$ cat config.mk
export PLATFORM = sky130hd
export DESIGN_NAME = i2c_rd_arbiter_flat
export DESIGN_NICKNAME = d
export VERILOG_FILES = /design/src/rtl/i2c_rd_arbiter_if.sv /design/src/rtl/i2c_rd_arbiter.sv /design/src/flat_wrapper.sv
export SDC_FILE = /design/constraint.sdc
export NUM_CORES = 1
export LEC_CHECK = 0
export CAP_MARGIN = 30
export CORE_UTILIZATION = 35
export DETAILED_ROUTE_END_ITERATION = 6
export GPL_ROUTABILITY_DRIVEN = 0
export MAX_ROUTING_LAYER = met4
export PLACE_DENSITY = 0.61
export SYNTH_ARGS = -nofsm -noshare
export SYNTH_HDL_FRONTEND = slang
export SYNTH_SLANG_ARGS = --single-unit
$ cat constraint.sdc
create_clock -name clk -period 5 [get_ports clk]
set_clock_uncertainty 0.05 [all_clocks]
set_input_delay 1 -clock clk [delete_from_list [all_inputs] [get_ports clk]]
set_output_delay 1 -clock clk [all_outputs]
set_load 0.02 [all_outputs]
$ cat src/rtl/i2c_rd_arbiter_if.sv
// Bus bundle between the two-requester I2C read arbiter, its requesters and the byte receiver.
interface i2c_rd_arbiter_if;
  logic [1:0] req;
  logic [3:0] len0;
  logic [3:0] len1;
  logic [1:0] gnt;
  logic       rx_ready;
  logic [3:0] rx_data_bytes;
  logic [7:0] rx_data;
  logic       rx_data_valid;
  logic [7:0] out_data;
  logic       out_valid;
  logic       out_last;
  logic       out_id;
  logic       done;
  logic       err;

  modport slave (
    input  req, len0, len1, rx_data, rx_data_valid,
    output gnt, rx_ready, rx_data_bytes, out_data, out_valid, out_last, out_id, done, err
  );

  modport master (
    output req, len0, len1, rx_data, rx_data_valid,
    input  gnt, rx_ready, rx_data_bytes, out_data, out_valid, out_last, out_id, done, err
  );
endinterface

$ cat src/rtl/i2c_rd_arbiter.sv
// Round-robin arbiter granting one of two requesters a multi-byte I2C read.
// Optional watchdog on the WAIT state is compiled in with I2C_RD_ARBITER_TIMEOUT_EN.
module i2c_rd_arbiter #(
  parameter int unsigned GAP_CYC     = 16,
  parameter int unsigned TIMEOUT_CYC = 4096
) (
  input logic             clk,
  input logic             rst_n,
  i2c_rd_arbiter_if.slave bus
);
  localparam int unsigned GAP_W = $clog2(GAP_CYC + 1);

  typedef enum logic [2:0] {
    S_IDLE,
    S_ISSUE,
    S_WAIT,
    S_DONE,
    S_GAP
  } state_t;

  state_t           r_state, w_next;
  logic [1:0]       r_gnt, w_gnt;
  logic             r_id, w_id;
  logic [3:0]       r_bytes, w_bytes;
  logic [3:0]       r_cnt, w_cnt;
  logic [GAP_W-1:0] r_gap, w_gap;
  logic             r_rdy, w_rdy;
  logic [7:0]       r_data, w_data;
  logic             r_valid, w_valid;
  logic             r_out_last, w_out_last;
  logic             r_done, w_done;
  logic             r_last_gnt, w_last_gnt;
  logic             r_rxv_q;

  logic             w_pick;
  logic [3:0]       w_pick_len;
  logic             w_byte;
  logic             w_final;
  logic             w_gap_end;
  logic             w_timeout;

  // r_last_gnt holds the index granted last; reset to 1 so requester 0 wins the first tie.
  assign w_pick     = (bus.req == 2'b11) ? ~r_last_gnt : bus.req[1];
  assign w_pick_len = w_pick ? bus.len1 : bus.len0;
  assign w_byte     = (r_state == S_WAIT) && bus.rx_data_valid && !r_rxv_q;
  assign w_final    = w_byte && ((r_cnt + 4'd1) == r_bytes);
  assign w_gap_end  = (r_gap == GAP_W'(GAP_CYC - 1));

`ifdef I2C_RD_ARBITER_TIMEOUT_EN
  localparam int unsigned WD_W = $clog2(TIMEOUT_CYC + 1);
  logic [WD_W-1:0] r_wd, w_wd;
  logic            r_err, w_err;

  assign w_timeout = (r_state == S_WAIT) && !w_byte && (r_wd == WD_W'(TIMEOUT_CYC - 1));
  assign bus.err   = r_err;
`else
  assign w_timeout = 1'b0;
  assign bus.err   = 1'b0;
`endif

  always_ff @(posedge clk or negedge rst_n) begin
    if (!rst_n) r_state <= S_IDLE;
    else        r_state <= w_next;
  end

  always_comb begin
    w_next = r_state;
    unique case (r_state)
      S_IDLE:  if (bus.req != 2'b00) w_next = (w_pick_len == 4'd0) ? S_DONE : S_ISSUE;
      S_ISSUE: w_next = S_WAIT;
      S_WAIT: begin
        if (w_final)        w_next = S_DONE;
        else if (w_timeout) w_next = S_GAP;
      end
      S_DONE:  w_next = S_GAP;
      S_GAP:   if (w_gap_end) w_next = S_IDLE;
      default: w_next = S_IDLE;
    endcase
  end

  always_comb begin
    w_gnt      = r_gnt;
    w_id       = r_id;
    w_bytes    = r_bytes;
    w_cnt      = r_cnt;
    w_gap      = r_gap;
    w_rdy      = 1'b0;
    w_data     = r_data;
    w_valid    = 1'b0;
    w_out_last = 1'b0;
    w_done     = 1'b0;
    w_last_gnt = r_last_gnt;
`ifdef I2C_RD_ARBITER_TIMEOUT_EN
    w_wd       = r_wd;
    w_err      = 1'b0;
`endif
    unique case (r_state)
      S_IDLE: begin
        if (bus.req != 2'b00) begin
          w_gnt      = w_pick ? 2'b10 : 2'b01;
          w_id       = w_pick;
          w_bytes    = w_pick_len;
          w_cnt      = '0;
          w_last_gnt = w_pick;
        end
      end
      S_ISSUE: begin
        w_rdy = 1'b1;
`ifdef I2C_RD_ARBITER_TIMEOUT_EN
        w_wd  = '0;
`endif
      end
      S_WAIT: begin
`ifdef I2C_RD_ARBITER_TIMEOUT_EN
        w_wd = r_wd + 1'b1;
`endif
        if (w_byte) begin
          w_data     = bus.rx_data;
          w_valid    = 1'b1;
          w_cnt      = r_cnt + 4'd1;
          w_out_last = w_final;
`ifdef I2C_RD_ARBITER_TIMEOUT_EN
          w_wd       = '0;
`endif
        end else if (w_timeout) begin
          w_done = 1'b1;
          w_gnt  = '0;
          w_gap  = '0;
`ifdef I2C_RD_ARBITER_TIMEOUT_EN
          w_err  = 1'b1;
`endif
        end
      end
      S_DONE: begin
        w_done = 1'b1;
        w_gnt  = '0;
        w_gap  = '0;
      end
      S_GAP:   w_gap = r_gap + 1'b1;
      default: ;
    endcase
  end

  always_ff @(posedge clk or negedge rst_n) begin
    if (!rst_n) begin
      r_gnt      <= '0;
      r_id       <= 1'b0;
      r_bytes    <= '0;
      r_cnt      <= '0;
      r_gap      <= '0;
      r_rdy      <= 1'b0;
      r_data     <= '0;
      r_valid    <= 1'b0;
      r_out_last <= 1'b0;
      r_done     <= 1'b0;
      r_last_gnt <= 1'b1;
      r_rxv_q    <= 1'b0;
`ifdef I2C_RD_ARBITER_TIMEOUT_EN
      r_wd       <= '0;
      r_err      <= 1'b0;
`endif
    end else begin
      r_gnt      <= w_gnt;
      r_id       <= w_id;
      r_bytes    <= w_bytes;
      r_cnt      <= w_cnt;
      r_gap      <= w_gap;
      r_rdy      <= w_rdy;
      r_data     <= w_data;
      r_valid    <= w_valid;
      r_out_last <= w_out_last;
      r_done     <= w_done;
      r_last_gnt <= w_last_gnt;
      r_rxv_q    <= bus.rx_data_valid;
`ifdef I2C_RD_ARBITER_TIMEOUT_EN
      r_wd       <= w_wd;
      r_err      <= w_err;
`endif
    end
  end

  assign bus.gnt           = r_gnt;
  assign bus.rx_ready      = r_rdy;
  assign bus.rx_data_bytes = r_bytes;
  assign bus.out_data      = r_data;
  assign bus.out_valid     = r_valid;
  assign bus.out_last      = r_out_last;
  assign bus.out_id        = r_id;
  assign bus.done          = r_done;
endmodule

$ cat src/flat_wrapper.sv
// flat-port wrapper written by rule: the top's interface ports become plain ports
module i2c_rd_arbiter_flat 
#(
  parameter int unsigned GAP_CYC     = 16,
  parameter int unsigned TIMEOUT_CYC = 4096
)
  (clk, rst_n, bus_req, bus_len0, bus_len1, bus_rx_data, bus_rx_data_valid, bus_gnt, bus_rx_ready, bus_rx_data_bytes, bus_out_data, bus_out_valid, bus_out_last, bus_out_id, bus_done, bus_err);
  i2c_rd_arbiter_if bus_i ();
  input logic clk;
  input logic rst_n;
  input wire logic [$bits(bus_i.req)-1:0] bus_req;
  input wire logic [$bits(bus_i.len0)-1:0] bus_len0;
  input wire logic [$bits(bus_i.len1)-1:0] bus_len1;
  input wire logic [$bits(bus_i.rx_data)-1:0] bus_rx_data;
  input wire logic [$bits(bus_i.rx_data_valid)-1:0] bus_rx_data_valid;
  output wire logic [$bits(bus_i.gnt)-1:0] bus_gnt;
  output wire logic [$bits(bus_i.rx_ready)-1:0] bus_rx_ready;
  output wire logic [$bits(bus_i.rx_data_bytes)-1:0] bus_rx_data_bytes;
  output wire logic [$bits(bus_i.out_data)-1:0] bus_out_data;
  output wire logic [$bits(bus_i.out_valid)-1:0] bus_out_valid;
  output wire logic [$bits(bus_i.out_last)-1:0] bus_out_last;
  output wire logic [$bits(bus_i.out_id)-1:0] bus_out_id;
  output wire logic [$bits(bus_i.done)-1:0] bus_done;
  output wire logic [$bits(bus_i.err)-1:0] bus_err;
  assign bus_i.req = bus_req;
  assign bus_i.len0 = bus_len0;
  assign bus_i.len1 = bus_len1;
  assign bus_i.rx_data = bus_rx_data;
  assign bus_i.rx_data_valid = bus_rx_data_valid;
  assign bus_gnt = bus_i.gnt;
  assign bus_rx_ready = bus_i.rx_ready;
  assign bus_rx_data_bytes = bus_i.rx_data_bytes;
  assign bus_out_data = bus_i.out_data;
  assign bus_out_valid = bus_i.out_valid;
  assign bus_out_last = bus_i.out_last;
  assign bus_out_id = bus_i.out_id;
  assign bus_done = bus_i.done;
  assign bus_err = bus_i.err;
  i2c_rd_arbiter #(.GAP_CYC(GAP_CYC), .TIMEOUT_CYC(TIMEOUT_CYC)) u_core (.clk(clk), .rst_n(rst_n), .bus(bus_i));
endmodule
==> metrics.md <==
| Metric | Value |
|---|---|
| Setup TNS | `0 ns` |
| Leakage | `about 0.93 nW` |
| Crit path launch | `bus_rx_data_valid` |
| Number of diodes | `0` |
| Reg2reg start | `u_core.r_state[2]$_DFFE_PN0P_` |
| Bufs and invs on worst path | `2` |
| Synth top area cells | `dfrtp_1 54%, nand2_1 9.8%, mux2i_1 3.4%, a21oi_1 3.0%, ha_1 2.5%` |
| Core outline area | `between 0.004 and 0.005 mm²` |
| Gr usage total | `16.33%` |
| DR vias | `1,221` |
| Peak VDD IR | `0.0002953 V` |
| Post-Synthesis Net Count | `between 150 and 200` |
| Antenna Nets Post-Route | `0` |
| CP cell instances | `clkdlybuf4s50_1 -> nand2b_1 -> or2_1 -> clkinv_1 -> nand2_1 -> nand2_1` |
| CTS Hold Bufs | `0` |
| Vias in the first global route | `around 1,200` |
| Critical path endpoint | `u_core.bus.out_data[0]$_DFFE_PN0P_` |
| CTS tree | `yes` |
| Height of the chip | `approximately 67 µm` |
| R2R cell count | `5` |
| Final setup violation count | `0` |
| Worst hold path type | `flop to flop` |
| Port Buffers | `39` |
| Initial antenna violation count | `0` |
| Worst slew pin tran | `0.7331 ns` |
| Synth Instances | `between 100 and 150` |
| Crit path largest cell delay | `~0.44 ns` |
| Synth Flop Type | `dfrtp_1` |
| Setup CP Type | `input port to flop` |
| Outcome | `completed` |
| Mapped cell area | `between 0.001 and 0.0015 mm²` |
| CP required | `about 5 ns` |
| Router iterations before antenna repair | `4` |
| Root Buffer | `clkbuf_8` |
| Period utilization | `between 50 and 60%` |
| Final net count | `around 220` |
| Synth Warn # | `0` |
| Achievable Freq | `399.5 MHz` |
| Largest net degree at the start of global routing | `34` |
| RSZ-0062 raised after global routing | `false` |
| Final-report hold violation count | `0` |
| Area after DPL | `roughly 0.0019 mm²` |
| Initial drt markers | `55` |
| Synth Area per Inst | `9.976 µm²` |
| Total wire length | `3195 µm` |
| DP HPWL | `around 2400 µm` |
| Critical Path Fanout Max | `14` |
| Setup bufs post-CTS | `0` |
| Synth Register Bits | `33` |
| FP Rows | `23` |
| CP startpoint kind | `input port` |
| Post-synth top area cell | `dfrtp_1` |
| Die width | `67.17 µm` |
| Cell Count, Final, Fillers Out | `approximately 240` |
| WP depth | `6` |
| Worst-skew pair later-pin latency | `0.28 ns` |
| I/O pin total | `between 40 and 50` |
| Flop-to-flop setup slack | `about 2.9 ns` |
| CTS Buffer Depth | `2` |
| CP max-delay cell | `or2_1` |
| Finished Cell Area | `roughly 0.0020 mm²` |
| Wire length per cell | `13.20 µm` |
| Final min period | `roughly 2.5 ns` |
| Number of flops mapped to enable cells by yosys | `0` |
| Syn-to-layout area delta | `34.93%` |
| Clk slew on worst S/H paths | `~0.070 ns` |
| Unique cell type count in the Yosys netlist | `36` |
| First-pass GRT wire length | `5250 µm` |
| Share of layout cells above drive strength 1 | `5.729%` |
| Initial Util | `between 30% and 40%` |
| Worst Path Arrival | `approximately 2.6 ns` |
| Layout fillers | `390` |
| Cell family contributing the most delay on the critical path | `buffers and inverters` |
| Synth async-reset ratio | `100.0%` |
| Post-synth top area share | `53.87%` |
| CTS Buf Count | `5` |
| Clock Sinks | `33` |
| Maxcap violations | `0` |
| Post-cts gate resize count | `0` |
| Kind of end point of the critical path | `flop` |
| P per Cell Area | `559.3 mW/mm²` |
| # DRC | `0` |
| Placed Instances | `between 200 and 250` |
| CP most frequent cell | `nand2_1` |
| Vias per cell | `between 5 and 6` |
| Die area | `between 0.004 and 0.005 mm²` |
| Fin. max-slew vios | `0` |
| Sequential element share of the synthesized area | `between 50% and 60%` |
| Worst slew margin | `approximately half` |
| GRT overflow | `0` |
| Reg-to-reg endpoint | `u_core.bus.out_data[0]$_DFFE_PN0P_` |
| H-tree depth | `2` |
| Most frequent cells in the layout | `39 x nand2_1, 39 x clkdlybuf4s50_1, 32 x dfrtp_1` |
-- worst min-delay path: cells and delay by family (launching register included) --
kind	cells	cell delay [ns]
DFF	1	0.37
and+or+nand+nor	2	0.10
-- final cells by class --
type | instances | area, µm² | area share, %
inverters | 5 | 18.77 | 0.9357
clock inverters | 2 | 10.01 | 0.4991
flip-flops and latches | 33 | 827.0 | 41.24
repair buffers | 40 | 397.9 | 19.84
well taps | 50 | 62.56 | 3.119
clock buffers | 6 | 72.57 | 3.618
multi-input cells | 106 | 616.8 | 30.75
-- state kept, by name, indices dropped and copies added (netlist names), 2 cells and up --
register,flops
u_core.bus.rx_data_bytes,4
u_core.r_gap,5
u_core.r_cnt,4
u_core.r_state,3
u_core.bus.out_data,8
u_core.bus.gnt,2
-- cells in the mapped netlist (2+ instances only) --
| cell | n |
|---|---|
| clkbuf_1 | 3 |
| dfrtp_1 | 32 |
| ha_1 | 3 |
| a311oi_1 | 3 |
| nor3b_1 | 2 |
| nand2_1 | 39 |
| xor2_1 | 2 |
| nor2_1 | 7 |
| o21ai_0 | 6 |
| nand2b_1 | 2 |
| inv_1 | 4 |
| and3_1 | 2 |
| mux2i_1 | 5 |
| nand3_1 | 2 |
| a21oi_1 | 9 |
| xnor2_1 | 4 |
| a211oi_1 | 3 |
| o22ai_1 | 3 |
-- routing by layer --
metal  wire, µm  share of wire [%]  up-vias  global-route usage (%)
met2       1602                 50       28                   26.63
met3        159                5.0        6                   5.405
met5          0                  0        -                       -
li1           -                  -      594                       -
met4         57                1.8        0                   5.851
met1       1376                 43      593                   18.66
-- stage by stage --
step / utilization (%) / setup WS [ns] / hold slack [ns] / power [mW]
2_1_floorplan: - / 2.918 / 0.3891 / 0.7352
3_3_place_gp: 47.73 / 2.228 / 0.4041 / 0.9262
3_5_place_dp: 47.73 / 2.174 / 0.3993 / 0.9421
4_1_cts: 49.78 / 2.487 / 0.4101 / 1.134
5_1_grt: 49.78 / 2.345 / 0.4494 / 1.209
6_report: 49.78 / 2.497 / 0.4100 / 1.122
-- power breakdown --
part / total (mW) / switching, mW / leakage (nW) / internal, mW
registers: 0.440 / 0.0749 / 0.424 / 0.365
logic: 0.492 / 0.268 / 0.461 / 0.225
clock network: 0.189 / 0.0932 / 0.0450 / 0.0963
-- worst min-delay path by stage --
stage / from / slack [ns] / cells past startpoint / end
after global placement: u_core.r_last_gnt$_DFFE_PN1P_ / 0.40 / 2 / u_core.r_last_gnt$_DFFE_PN1P_
final: u_core.r_last_gnt$_DFFE_PN1P_ / 0.41 / 2 / u_core.r_last_gnt$_DFFE_PN1P_
after CTS: u_core.r_last_gnt$_DFFE_PN1P_ / 0.41 / 2 / u_core.r_last_gnt$_DFFE_PN1P_
after floorplan: u_core.r_last_gnt$_DFFE_PN1P_ / 0.39 / 2 / u_core.r_last_gnt$_DFFE_PN1P_
after detailed placement: u_core.r_last_gnt$_DFFE_PN1P_ / 0.40 / 2 / u_core.r_last_gnt$_DFFE_PN1P_
after global routing: u_core.r_last_gnt$_DFFE_PN1P_ / 0.45 / 2 / u_core.r_last_gnt$_DFFE_PN1P_
-- kinds of logic after synthesis --
family	synth area share, %
and+or+nand+nor	19.45
DFF	55.64
AOI/OAI and AO/OA	12.37
buffers and inverters	2.861
xor gates and xnor gates	3.535
muxes	3.367
adders and majority gates	2.526
other	0.2523
Note: power is estimated with default switching activity, not from simulation.
